==> config.mk <==
export PLATFORM = sky130hd
export DESIGN_NAME = nibble_serial_add_ctrl
export DESIGN_NICKNAME = d
export VERILOG_FILES = /design/src/rtl/adder_pkg.sv /design/src/rtl/nibble_serial_add_ctrl.sv
export SDC_FILE = /design/constraint.sdc
export NUM_CORES = 1
export LEC_CHECK = 0
export BUFFER_PORTS_ARGS = -buffer_cell sky130_fd_sc_hd__clkbuf_2
export CORE_MARGIN = 1
export CORE_UTILIZATION = 30
export DETAILED_ROUTE_END_ITERATION = 8
export SLEW_MARGIN = 30
export SYNTH_ARGS = -nofsm -noshare
export SYNTH_HDL_FRONTEND = slang
export SYNTH_SLANG_ARGS = --single-unit
==> constraint.sdc <==
create_clock -name clk -period 2.7 [get_ports clk]
set_clock_uncertainty 0.1 [all_clocks]
set_input_delay 0.405 -clock clk [delete_from_list [all_inputs] [get_ports clk]]
set_output_delay 0.405 -clock clk [all_outputs]
set_load 0.03 [all_outputs]
==> src/rtl/adder_pkg.sv <==
// Shared definitions for the nibble-serial adder controller:
// nibble width, FSM state encoding and a nibble-count helper.
package adder_pkg;

  localparam int NIB_W = 4;

  typedef enum logic [1:0] {
    IDLE = 2'd0,
    RUN  = 2'd1,
    DONE = 2'd2
  } state_t;

  function automatic int nib_count(input int w);
    return w / NIB_W;
  endfunction

endpackage

==> src/rtl/nibble_serial_add_ctrl.sv <==
// Sequences a WIDTH-bit add through an external 4-bit adder,
// one nibble per cycle LSB first, with valid/ready on both sides.
module nibble_serial_add_ctrl
  import adder_pkg::*;
#(
  parameter int WIDTH = 16
) (
  input  logic             clk,
  input  logic             rst,
  input  logic             in_valid,
  output logic             in_ready,
  input  logic [WIDTH-1:0] in_a,
  input  logic [WIDTH-1:0] in_b,
  input  logic             in_cin,
  output logic [NIB_W-1:0] add_a,
  output logic [NIB_W-1:0] add_b,
  output logic             add_cin,
  input  logic [NIB_W-1:0] add_sum,
  input  logic             add_cout,
  output logic             out_valid,
  input  logic             out_ready,
  output logic [WIDTH-1:0] out_sum,
  output logic             out_cout,
  output logic             busy
);

  localparam int NUM_NIB = nib_count(WIDTH);
  localparam int IDX_W = (NUM_NIB > 1) ? $clog2(NUM_NIB) : 1;
  localparam logic [IDX_W-1:0] LAST = IDX_W'(NUM_NIB - 1);

  if ((WIDTH % NIB_W) != 0 || WIDTH < NIB_W) begin : g_bad_width
    $error("nibble_serial_add_ctrl: WIDTH must be a multiple of 4, >= 4");
  end

  state_t           state;
  state_t           next;
  logic [IDX_W-1:0] idx;
  logic             carry_reg;
  logic [WIDTH-1:0] a_reg;
  logic [WIDTH-1:0] b_reg;
  logic             accept;
  logic             last;

  assign accept = (state == IDLE) && in_valid;
  assign last   = (idx == LAST);

  // state register
  always_ff @(posedge clk) begin
    if (rst) state <= IDLE;
    else     state <= next;
  end

  // next state, handshakes and adder drive
  always_comb begin
    next      = state;
    in_ready  = 1'b0;
    out_valid = 1'b0;
    busy      = 1'b1;
    add_a     = '0;
    add_b     = '0;
    add_cin   = 1'b0;
    unique case (state)
      IDLE: begin
        in_ready = 1'b1;
        busy     = 1'b0;
        if (in_valid) next = RUN;
      end
      RUN: begin
        add_a   = a_reg[NIB_W*idx +: NIB_W];
        add_b   = b_reg[NIB_W*idx +: NIB_W];
        add_cin = carry_reg;
        if (last) next = DONE;
      end
      DONE: begin
        out_valid = 1'b1;
        if (out_ready) next = IDLE;
      end
      default: next = IDLE;
    endcase
  end

  // operand capture, nibble accumulation and carry chaining
  always_ff @(posedge clk) begin
    if (rst) begin
      idx       <= '0;
      carry_reg <= 1'b0;
      a_reg     <= '0;
      b_reg     <= '0;
      out_sum   <= '0;
      out_cout  <= 1'b0;
    end else if (accept) begin
      idx       <= '0;
      carry_reg <= in_cin;
      a_reg     <= in_a;
      b_reg     <= in_b;
      out_sum   <= '0;
      out_cout  <= 1'b0;
    end else if (state == RUN) begin
      out_sum[NIB_W*idx +: NIB_W] <= add_sum;
      carry_reg <= add_cout;
      if (last) out_cout <= add_cout;
      else      idx      <= idx + 1'b1;
    end
  end

endmodule
==> results of run 1 <==
how the worst max path moves through the flow:
stage	to	slack, ns	depth (start not counted)
finish	add_a[2]	0.47	4
global route	add_a[2]	0.36	4
CTS	add_a[2]	0.44	4
detailed placement	out_sum[2]$_SDFFE_PP0P_	0.74	6
global placement	out_sum[3]$_SDFFE_PP0P_	0.76	6
floorplan	add_a[0]	0.79	4
cell type report:
class                      instances  area share
tap                              102      0.0431
sequential                        54       0.365
inverter                           3     0.00380
timing repair buffer              79       0.141
multi-input combinational        201       0.413
clock inverter                     2     0.00591
clock buffer                       6      0.0279
stage by stage:
stage,cell area (µm²),hold slack (ns),util,std cells,worst slack [ns]
detailed placement,2860,0.345,0.367,439,0.740
global placement,2860,0.340,0.367,439,0.763
finish,2960,0.207,0.379,447,0.470
global route,2960,0.193,0.379,447,0.358
floorplan,2440,0.333,-,277,0.790
CTS,2960,0.200,0.379,447,0.437
layer usage:
layer,track usage,share of wire,up-vias
met2,0.217,0.47,45
li1,-,-,1069
met3,0.0282,0.044,8
met5,0,0,-
met1,0.174,0.47,954
met4,0.0443,0.015,0
cell usage after synthesis, drive strengths merged, types with 2 or more instances:
master | n | share of area
a21oi | 50 | 0.10
and2 | 9 | 0.023
and3b | 3 | 0.011
buf | 12 | 0.042
clkbuf | 7 | 0.011
dfxtp | 54 | 0.44
ha | 6 | 0.031
inv | 3 | 0.0046
mux4 | 8 | 0.074
nand2 | 82 | 0.13
nand2b | 3 | 0.0087
nand3 | 13 | 0.027
nand3b | 5 | 0.015
nand4 | 4 | 0.010
nor2 | 5 | 0.0077
nor3b | 3 | 0.013
nor4b | 2 | 0.019
cell families (layout without fill, tap and decap cells):
family | Yosys count | after routing | synth area share
multiplexers | 9 | 9 | 0.0780
flip-flops | 54 | 54 | 0.443
AO/OA/AOI/OAI | 51 | 51 | 0.109
buffers and inverters | 22 | 90 | 0.0570
XOR/XNOR | 1 | 1 | 0.00359
adder cells (fa/ha/maj) | 6 | 6 | 0.0308
AND/OR/NAND/NOR | 134 | 134 | 0.279
where the power goes:
| group | switching [W] | internal, W |
|---|---|---|
| Sequential | 0.0000161 | 0.000832 |
| Clock | 0.000255 | 0.000211 |
| Combinational | 0.000139 | 0.0000973 |
worst max-delay path: stages (launching register included):
cell and delay [ns]:
dfxtp_1 0.34, buf_4 0.21, mux4_2 0.50, and2_1 0.18, clkbuf_2 0.18
==> impl_metrics.tcl, run 1 <==
set metrics [dict create \
    cts_buffer_depth 2 \
    synthCells 277 \
    die_x_um 92.2 \
    crit_fanout 10 \
    drtIter0Drc 55 \
    cts_setup_buffers 0 \
    grt_max_degree 37 \
    synthesis.area_um2 2440 \
    drcViolationCount 0 \
    arrival_ns 1.73 \
    max_clock_freq_mhz 448 \
    ff2ff_setup_slack_ns 0.69 \
    layout_common_cells "nand2_1, clkbuf_2, dfxtp_1" \
    die_h_um 92.2 \
    num_vias 2076 \
    cts_tree "yes" \
    routed_via_density 4.64 \
    layout_commonest_cell "nand2_1" \
    finalSetupViolCount 0 \
    start_kind "register" \
    tritoncts.num_buffers 5 \
    setup-tns-final_ns 0 \
    cp-startpoint "idx[0]$_SDFFE_PP0P_" \
    end_kind "output pin" \
    overflow 0 \
    drv_cap 0 \
    ant_nets 0 \
    min-delay-start "in_b[5]" \
    synth_nets 325 \
    cts.clk_slew.worst_paths_ns 0.10 \
    power_leakage_nw 1.21 \
    fp-row-count 32 \
    track_usage 0.133 \
    status "complete, no violations" \
    cts.sinks 54 \
    rsz0062_at_grt "no" \
    dieArea_um2 8490 \
    antenna_cells 0 \
    reg2reg_from "idx[0]$_SDFFE_PP0P_" \
    hpwl_mm 4.01 \
    min_path_type "input port to register" \
    final_nets 392 \
    hold_violations 0 \
    drv_slew 0 \
    avgSynthCellArea_um2 8.80 \
    yosysUniqueCellTypes 29 \
    yosysSeqAreaShare 0.443 \
    final.period_utilization 0.826 \
    hold_depth 3 \
    r2r-end "out_sum[2]$_SDFFE_PP0P_" \
    area_delta_synth_final_pct 21.5 \
    cts_root_buf "clkbuf_8" \
    start_util 0.312 \
    pin_count 71 \
    worst_pin_slew_ns 0.524 \
    power_density_nw_per_um2 523 \
    cts_resized 0 \
    portBuffers 70 \
    slew_headroom 0.650 \
    multi_input_area_um2 1220 \
    async_flop_share 0 \
    first_pass_iters 4 \
    regArea_um2 1080 \
    yosys_register_bits 54 \
    ys_warn_count 0 \
    coreArea_um2 7810 \
    hold_buffers 0 \
    gp_congestion 0.716 \
    synth-edff-count 0 \
    num-fill-cells 840 \
    worstSkewPairLatency_ns 0.30 \
    drive_gt1_frac 0.299 \
    wl_per_cell_um 12.1 \
    grt_pass1_wl_mm 8.99 \
    r2r_cells 6 \
    post-route-min-period_ns 2.23 \
    crit_required_ns 2.19 \
    min_to "b_reg[5]$_SDFFE_PP0P_" \
    power_w 0.00155 \
    crit_type "register to output pin" \
    grt_pass1_vias 1941 \
    antenna_found_initial 0 \
    h-tree-depth 2 \
    worst_ir_drop_vdd_mv 0.200 \
    wirelength_mm 5.39 \
    ys.flop_type "dfxtp_1" \
]
Note: power is estimated with default switching activity, not from simulation.
==> run 2, diff against run 1 <==
--- a/config.mk
+++ b/config.mk
@@ -5,6 +5,7 @@
 export SDC_FILE = /design/constraint.sdc
 export NUM_CORES = 1
 export LEC_CHECK = 0
+export ABC_AREA = 1
 export BUFFER_PORTS_ARGS = -buffer_cell sky130_fd_sc_hd__clkbuf_2
 export CORE_MARGIN = 1
 export CORE_UTILIZATION = 30
==> constraint.sdc (replaced) <==
create_clock -name clk -period 2.2 [get_ports clk]
set_clock_uncertainty 0.1 [all_clocks]
set_input_delay 0.33 -clock clk [delete_from_list [all_inputs] [get_ports clk]]
set_output_delay 0.33 -clock clk [all_outputs]
set_load 0.03 [all_outputs]
==> impl_metrics.tcl, run 2 <==
set metrics [dict create \
    cts_root_buf "clkbuf_8" \
    start_kind "register" \
    die_x_um 92.7 \
    cts.sinks 54 \
    drcViolationCount 0 \
    routed_via_density 4.55 \
    grt_pass1_wl_mm 9.66 \
    drv_slew 0 \
    coreArea_um2 7850 \
    layout_common_cells "nor2_1, clkbuf_2, dfxtp_1" \
    yosysUniqueCellTypes 20 \
    drv_cap 0 \
    synth_common_cells "nor2_1, dfxtp_1, o21ai_0, nand2_1, a21oi_1" \
    worstSkewPairLatency_ns 0.31 \
    synth_top_cell_area_share 0.438 \
    hold_violations 0 \
    wirelength_mm 5.91 \
    grt_use_met1 0.177 \
    rsz0062_at_grt "yes" \
    yosys_register_bits 54 \
    pin_count 71 \
    post-route-min-period_ns 2.10 \
    slew_headroom 0.748 \
    yosysSeqAreaShare 0.438 \
    cts_resized 0 \
    drive_gt1_frac 0.259 \
    num-fill-cells 879 \
    final.period_utilization 0.956 \
    grt_max_degree 37 \
    grt_pass1_vias 2147 \
    fp-row-count 32 \
    synthesis.area_um2 2470 \
    status "complete, no violations" \
    synth_nets 388 \
    antenna_found_initial 0 \
    layout_commonest_cell "nor2_1" \
    yosysMostFrequentCell "nor2_1" \
    ys.flop_type "dfxtp_1" \
    final_nets 453 \
    grt_util_met2 0.246 \
    dp_cells 500 \
    dp_slack_ns 0.383 \
    track_usage 0.141 \
    antenna_cells 0 \
    tritoncts.num_buffers 5 \
    h-tree-depth 2 \
    crit_required_ns 1.77 \
    cts_tree "yes" \
    hpwl_mm 4.35 \
    yosys-top-cells-area "dfxtp_1, nor2_1, o21ai_0, nand2_1, a21oi_1" \
    cts.clk_slew.worst_paths_ns 0.10 \
    crit_fanout 16 \
    crit_type "register to output pin" \
    synth-edff-count 0 \
    avgSynthCellArea_um2 7.26 \
    power_density_nw_per_um2 668 \
    die_h_um 92.7 \
    ys_warn_count 0 \
    hold_buffers 0 \
    area_delta_synth_final_pct 20.9 \
    top_usage_layer "met2" \
    setup_ws_ns 0.0964 \
    portBuffers 70 \
    async_flop_share 0 \
    first_pass_iters 4 \
    end_kind "output pin" \
    use_met3 0.0304 \
    min_path_type "input port to register" \
    wl_per_cell_um 11.6 \
    yosys.area.top_type "dfxtp_1" \
    post-route-util 0.381 \
    final_cells 508 \
    start_util 0.315 \
    cts_buffer_depth 2 \
    finalSetupViolCount 0 \
    gp_congestion 0.803 \
    overflow 0 \
    dieArea_um2 8600 \
    cts_setup_buffers 0 \
    ant_nets 0 \
    power_leakage_nw 1.27 \
    worst_ir_drop_vdd_mv 0.274 \
    worst_pin_slew_ns 0.377 \
    num_vias 2313 \
    max_clock_freq_mhz 475 \
    arrival_ns 1.67 \
    synthCells 340 \
    drtIter0Drc 86 \
]
[run 2: cell families after synthesis]
family,Yosys count,synth area share
flip-flops,54,0.438
buffers and inverters,31,0.0679
AND/OR/NAND/NOR,171,0.291
adder cells (fa/ha/maj),6,0.0304
AO/OA/AOI/OAI,78,0.173
[run 2: path summary, 6_finish.rpt]
path	slack, ns	cells past startpoint	endpoint	startpoint
max	0.1	5	add_b[3]	idx[0]$_SDFFE_PP0P_
min	0.1	2	state[0]$_SDFFE_PP0P_	rst
max reg2reg	0.54	7	out_sum[0]$_SDFFE_PP0P_	idx[1]$_SDFFE_PP0P_
min reg2reg	0.37	2	out_cout$_SDFFE_PP0P_	out_cout$_SDFFE_PP0P_
[run 2: power by group]
group / total, W / internal [W] / switching [W]
clock: 0.000601 / 0.000260 / 0.000341
combinational: 0.000326 / 0.000115 / 0.000211
sequential: 0.00107 / 0.00104 / 0.0000313
total: 0.00199 / 0.00141 / 0.000584
[run 2: metal layers]
metal,part of all wire,up-vias
li1,-,1215
met1,0.47,1026
met5,0,-
met2,0.47,66
met4,0.0095,0
met3,0.052,6
[run 2: through the flow]
stage / instance area, µm² / hold slack, ns / TNS (ns) / power (W)
after floorplan: 2470 / 0.299 / 0 / 0.00133
after global placement: 2880 / 0.351 / 0 / 0.00141
after detailed placement: 2880 / 0.357 / 0 / 0.00142
after CTS: 2980 / 0.0985 / 0 / 0.00203
after global routing: 2990 / 0.0942 / -0.000972 / 0.00211
final: 2990 / 0.0991 / 0 / 0.00199
[run 2: area by class of cell]
class	count	area [µm²]	area share
flip-flops and latches	54	1080	0.362
clock buffers	6	82.6	0.0276
inverters	15	62.6	0.0209
well taps	102	128	0.0427
multi-input cells	255	1220	0.410
repair buffers	74	393	0.132
clock inverters	2	16.3	0.00545
[run 2: worst max-delay path, stage by stage, from the launching register on]
cell and delay, ns:
dfxtp_1 0.32, inv_1 0.29, buf_12 0.19, o21ai_0 0.10
a21oi_1 0.22, clkbuf_2 0.24
